## src/rtl/code_seq_pkg.sv

```systemverilog
// Shared constants and FSM encoding for the code sequencer.
package code_seq_pkg;

    localparam int CODE_W = 3;

    localparam logic [CODE_W-1:0] CODE_MAX = 3'd7;
    localparam logic [CODE_W-1:0] CODE_MIN = 3'd0;

    typedef enum logic [1:0] {
        ST_PAUSE  = 2'd0,
        ST_MANUAL = 2'd1,
        ST_AUTO   = 2'd2
    } state_t;

endpackage

```

## src/rtl/code_sequencer_btn_debounce.sv

```systemverilog
// Two-flop synchronizer plus counting debouncer for a raw push-button.
// Emits a single registered pulse on each accepted rising level.
module btn_debounce #(
    parameter int DEBOUNCE_CYCLES = 250000
) (
    input  logic clk,
    input  logic rst_n,
    input  logic rawIn,
    output logic pressPulse
);

    localparam int CW = $clog2(DEBOUNCE_CYCLES);
    localparam logic [CW-1:0] CNT_LAST = CW'(DEBOUNCE_CYCLES - 1);

    logic          r_sync1;
    logic          r_sync2;
    logic          r_level;
    logic          r_pulse;
    logic [CW-1:0] r_cnt;

    always_ff @(posedge clk or negedge rst_n) begin
        if (!rst_n) begin
            r_sync1 <= 1'b0;
            r_sync2 <= 1'b0;
            r_level <= 1'b0;
            r_pulse <= 1'b0;
            r_cnt   <= '0;
        end else begin
            r_sync1 <= rawIn;
            r_sync2 <= r_sync1;
            r_pulse <= 1'b0;
            // Any sample agreeing with the accepted level restarts the count
            if (r_sync2 == r_level) begin
                r_cnt <= '0;
            end else if (r_cnt == CNT_LAST) begin
                r_cnt   <= '0;
                r_level <= r_sync2;
                r_pulse <= r_sync2;
            end else begin
                r_cnt <= r_cnt + 1'b1;
            end
        end
    end

    assign pressPulse = r_pulse;

endmodule

```

## src/rtl/code_sequencer.sv

```systemverilog
// 3-bit up/down code sequencer with manual (debounced button) and
// auto (prescaled tick) stepping, plus a one-cycle wrap strobe.
module code_sequencer
    import code_seq_pkg::*;
#(
    parameter int DEBOUNCE_CYCLES = 250000,
    parameter int TICK_DIV        = 50000000
) (
    input  logic              clk,
    input  logic              rst_n,
    input  logic              btnStep,
    input  logic              modeAuto,
    input  logic              dirDown,
    input  logic              enable,
    output logic [CODE_W-1:0] codeOut,
    output logic              wrapPulse
);

    localparam int PW = $clog2(TICK_DIV);
    localparam logic [PW-1:0] PRESC_LAST = PW'(TICK_DIV - 1);

    state_t            r_state;
    state_t            w_next;
    logic [PW-1:0]     r_presc;
    logic [CODE_W-1:0] r_code;
    logic              r_wrap;

    logic              w_press;
    logic              w_tick;
    logic              w_step;
    logic              w_wrap;
    logic [CODE_W-1:0] w_code_nxt;

    btn_debounce #(
        .DEBOUNCE_CYCLES(DEBOUNCE_CYCLES)
    ) u_btn (
        .clk       (clk),
        .rst_n     (rst_n),
        .rawIn     (btnStep),
        .pressPulse(w_press)
    );

    always_comb begin
        w_next = ST_PAUSE;
        unique case (1'b1)
            !enable:             w_next = ST_PAUSE;
            enable &&  modeAuto: w_next = ST_AUTO;
            enable && !modeAuto: w_next = ST_MANUAL;
            default:             w_next = ST_PAUSE;
        endcase
    end

    always_comb begin
        w_tick     = (r_state == ST_AUTO) && (r_presc == PRESC_LAST);
        w_step     = w_tick || ((r_state == ST_MANUAL) && w_press);
        w_code_nxt = dirDown ? (r_code - 1'b1) : (r_code + 1'b1);
        w_wrap     = dirDown ? (r_code == CODE_MIN) : (r_code == CODE_MAX);
    end

    always_ff @(posedge clk or negedge rst_n) begin
        if (!rst_n) begin
            r_state <= ST_PAUSE;
        end else begin
            r_state <= w_next;
        end
    end

    // Prescaler restarts on every state change so AUTO entry is aligned
    always_ff @(posedge clk or negedge rst_n) begin
        if (!rst_n) begin
            r_presc <= '0;
        end else if (w_next != r_state) begin
            r_presc <= '0;
        end else if (r_state == ST_AUTO) begin
            r_presc <= w_tick ? '0 : r_presc + 1'b1;
        end else begin
            r_presc <= '0;
        end
    end

    always_ff @(posedge clk or negedge rst_n) begin
        if (!rst_n) begin
            r_code <= CODE_MIN;
            r_wrap <= 1'b0;
        end else begin
            r_wrap <= w_step && w_wrap;
            if (w_step) begin
                r_code <= w_code_nxt;
            end
        end
    end

    assign codeOut   = r_code;
    assign wrapPulse = r_wrap;

endmodule

```

## config.mk

```make
export PLATFORM = sky130hd
export DESIGN_NAME = code_sequencer
export DESIGN_NICKNAME = d
export VERILOG_FILES = /design/src/rtl/code_seq_pkg.sv /design/src/rtl/code_sequencer_btn_debounce.sv /design/src/rtl/code_sequencer.sv
export SDC_FILE = /design/constraint.sdc
export NUM_CORES = 1
export LEC_CHECK = 0
export BUFFER_PORTS_ARGS = -buffer_cell sky130_fd_sc_hd__buf_2
export CORE_UTILIZATION = 50
export DETAILED_ROUTE_END_ITERATION = 7
export GPL_TIMING_DRIVEN = 0
export PLACE_DENSITY = 0.68
export SYNTH_ARGS = -nofsm -noshare
export SYNTH_HDL_FRONTEND = slang
export SYNTH_SLANG_ARGS = --single-unit
```

## constraint.sdc

```tcl
create_clock -name clk -period 5.5 [get_ports clk]
set_input_delay 1.1 -clock clk [delete_from_list [all_inputs] [get_ports clk]]
set_output_delay 1.1 -clock clk [all_outputs]
set_load 0.01 [all_outputs]
```

==> reports/metrics.cfg <==
[logic_synthesis]
ys_async_sr_fraction_pct=100.0
synth_xor_area_share_pct=8.670
synth_fp_nets=280
synth_compound_area_share_pct=9.908
ys.flop_type=dfrtp_1
yosysUniqueCellTypes=43
synth_area_per_cell_sq_um=10.10
netlist_area_sq_mm=0.002728
synth_area_leaders=dfrtp_1 (50%), xnor2_1 (4.8%), nor2_1 (4.0%)
synth_top_family_by_area=simple AND/OR/NAND/NOR gates
synth_most_common_cell=dfrtp_1
synth_top_area_share_pct=49.54
synthSimpleGateAreaFrac_pct=26.61
yosysSeqAreaShare_pct=49.54
synth_edf_count=0
synth_seq_cells=54
synth_warnings=0
synthMuxAreaShare_pct=0.7798
synthAdderAreaFrac_pct=2.110
synth_cells=270
synthTopCellsByCount=dfrtp_1 (54), nor2_1 (29), nand2_1 (18)
post-synth-top-area-cell=dfrtp_1

[floorplan]
fp.dieArea_sq_mm=0.005755
io_pins=10
die_w_um=75.86
rows=26
die_y_um=75.86
start_util_pct=52.73
fp.coreArea_sq_mm=0.005172

[clocking]
cts-htree-levels=2
root_buffer=clkbuf_8
cts_buffer_depth=2
cts_resized=0
path_clk_slew_ps=100
clock_sinks=54
clock_latency_ps=310
cts_buffers=5
cts_tree=built
cts_hold_buf=0
cts_setup_buffers=0

[cells_and_area]
fin_nets=297
regArea_sq_mm=0.001351
area_delta_synth_final_pct=9.633
layout.cells.non_filler=358
layout-drive-gt1-share_pct=11.46
num_antenna_cells=0
multi_input_area_sq_mm=0.001311
fillCellCount=445

[sta]
fin_worst_skew_ps=10.58
period_needed_ps=2154
tns_ps=0
hold_viol=0
tightestPinTransition_ps=545.7
max_freq_mhz=464.2
slew_violations=0
setup_viol=0
relSlewSlack_pct=63.49
period_share_pct=39.17
rsz0062_at_grt=false

[placement]
dpl.cell_count=349
dp_hpwl_um=3581
port_buffers=9
place.gp.congestion=0.7767

[pwr]
swShare_pct=21.45
clkPwrFrac_pct=38.3
max-vdd-ir-drop_uv=148.8
pwr-share-comb_pct=3.4
power.density_mw_per_mm2=231.5
seqPwrFrac_pct=58.3
internal_power_uw=543.9
netSwitchingPower_uw=148.5
leakagePower_uw=0.001133

[routing]
ant_nets=0
drtIter0Drc=155
dr_total_vias=2105
dr.pass1.iters=5
drcViolationCount=0
vias_per_cell=5.880
postRouteWirelength_um=5350
drt-wirelength-per-cell_um=14.94

[worst_hold_path]
hold_class=reg -> reg
worstHoldStart=u_btn.r_sync1$_DFF_PN0_

[worst_setup_path]
cp_cell_sequence=ha_1 > nand3_1 > o41ai_4 > buf_2 > nor2_1
critPathMaxStageDelay_ps=650
rr_startpoint=u_btn.r_cnt[0]$_DFF_PN0_
critPathLaunchType=flip-flop
cp-startpoint=u_btn.r_cnt[0]$_DFF_PN0_
worst_setup_path_end_kind=flip-flop
crit_fanout=10
required_ps=5700
worstPathArrival_ps=2350
cp_slowest_cell=o41ai_4
path_class=reg -> reg

[global_route]
grt_overflow=0
grt_max_degree=55
grt_use_total_pct=20.45
grt_antenna_before_repair=0
grt_pass1_wl_um=8866
grt_pass1_vias=1904

[run_status]
status=finished, final reports clean

[flow_run]
cap_violations=0

[worst max-delay path: cells and delay by family (launching register included)]
kind / cells / cell delay (ps)
buffers and inverters: 1 / 330
DFF: 1 / 420
adders and majority gates: 1 / 220
and+or+nand+nor: 2 / 430
AOI/OAI and AO/OA: 1 / 650
[path summary, 6_finish.rpt]
| path | end | slack [ps] | depth (start not counted) |
|---|---|---|---|
| worst min register to register | u_btn.r_sync2$_DFF_PN0_ | 360 | 0 |
| worst max register to register | u_btn.r_cnt[9]$_DFF_PN0_ | 3350 | 5 |
| max in group asynchronous | r_presc[21]$_DFF_PN0_ | 4230 | 2 |
| worst min-delay path | u_btn.r_sync2$_DFF_PN0_ | 360 | 0 |
| worst max-delay path | u_btn.r_cnt[9]$_DFF_PN0_ | 3350 | 5 |
| min in group asynchronous | r_presc[16]$_DFF_PN0_ | 720 | 1 |
[registers in the layout, indices dropped and copies added, names as in the netlist]
| name | cells |
|---|---|
| r_presc | 26 |
| u_btn.r_cnt | 18 |
| codeOut | 3 |
| r_state | 2 |
| u_btn.pressPulse | 1 |
| u_btn.r_level | 1 |
| u_btn.r_sync1 | 1 |
| u_btn.r_sync2 | 1 |
| wrapPulse | 1 |
[stage by stage]
step / setup WS, ps / utilization, % / instance area [sq um] / total power, uW / hold slack [ps]
3_5_place_dp: 3081 / 55.30 / 2860 / 433.6 / 335.8
6_report: 3346 / 57.81 / 2990 / 692.4 / 362.2
4_1_cts: 3339 / 57.43 / 2970 / 702.7 / 358.2
2_1_floorplan: 3243 / - / 2728 / 420.2 / 331.2
3_3_place_gp: 3090 / 55.30 / 2860 / 433.0 / 334.2
5_1_grt: 3176 / 57.81 / 2990 / 721.2 / 369.7
[logic make-up after synthesis]
| kind of cell | after synthesis |
|---|---|
| AND/OR/NAND/NOR | 128 |
| flip-flops | 54 |
| AO/OA/AOI/OAI | 39 |
| XOR/XNOR | 27 |
| buffers and inverters | 16 |
| adder cells (fa/ha/maj) | 4 |
| multiplexers | 2 |
[layout by cell type (no fill, tap or decap), types with 2 or more instances in the layout]
master | Yosys | layout
dfrtp_1 | 54 | 54
nor2_1 | 29 | 29
nand2_1 | 18 | 18
nand3_1 | 15 | 15
a21oi_1 | 15 | 15
xnor2_1 | 15 | 15
nand4_1 | 13 | 13
buf_2 | 4 | 13
xor2_1 | 12 | 12
or4_1 | 10 | 10
inv_1 | 9 | 9
o31ai_1 | 9 | 9
nor4_1 | 6 | 6
nor3_1 | 6 | 6
o21ai_0 | 6 | 6
and2_1 | 5 | 5
clkbuf_8 | 0 | 5
clkbuf_1 | 3 | 4
and4_1 | 4 | 4
nor4b_1 | 3 | 3
or4_4 | 3 | 3
and3_1 | 3 | 3
or3_1 | 3 | 3
ha_1 | 3 | 3
nand3b_1 | 2 | 2
a21boi_0 | 2 | 2
[power by group through the flow]
stage / Sequential, uW / Clock, uW / Combinational (uW)
3_5_place_dp: 411 / 0 / 22.3
2_1_floorplan: 411 / 0 / 9.69
6_report: 404 / 265 / 23.3
3_3_place_gp: 411 / 0 / 21.8
5_1_grt: 404 / 289 / 27.6
4_1_cts: 404 / 277 / 22.4
[layout make-up]
class | count | share of cell area [%]
Clock inverter | 2 | 1.255
Buffer | 7 | 1.046
Inverter | 9 | 1.130
Sequential cell | 54 | 45.19
Multi-Input combinational cell | 200 | 43.85
Timing Repair Buffer | 10 | 2.176
Tap cell | 70 | 2.929
Clock buffer | 6 | 2.427
[per-layer routing]
metal,wire (um),up-vias,GRT usage (%)
met4,87,0,7.407
li1,-,1023,-
met3,237,9,3.968
met2,2346,55,30.29
met1,2679,1018,29.75
met5,0,-,0
Power figures use the tool's default switching activity.
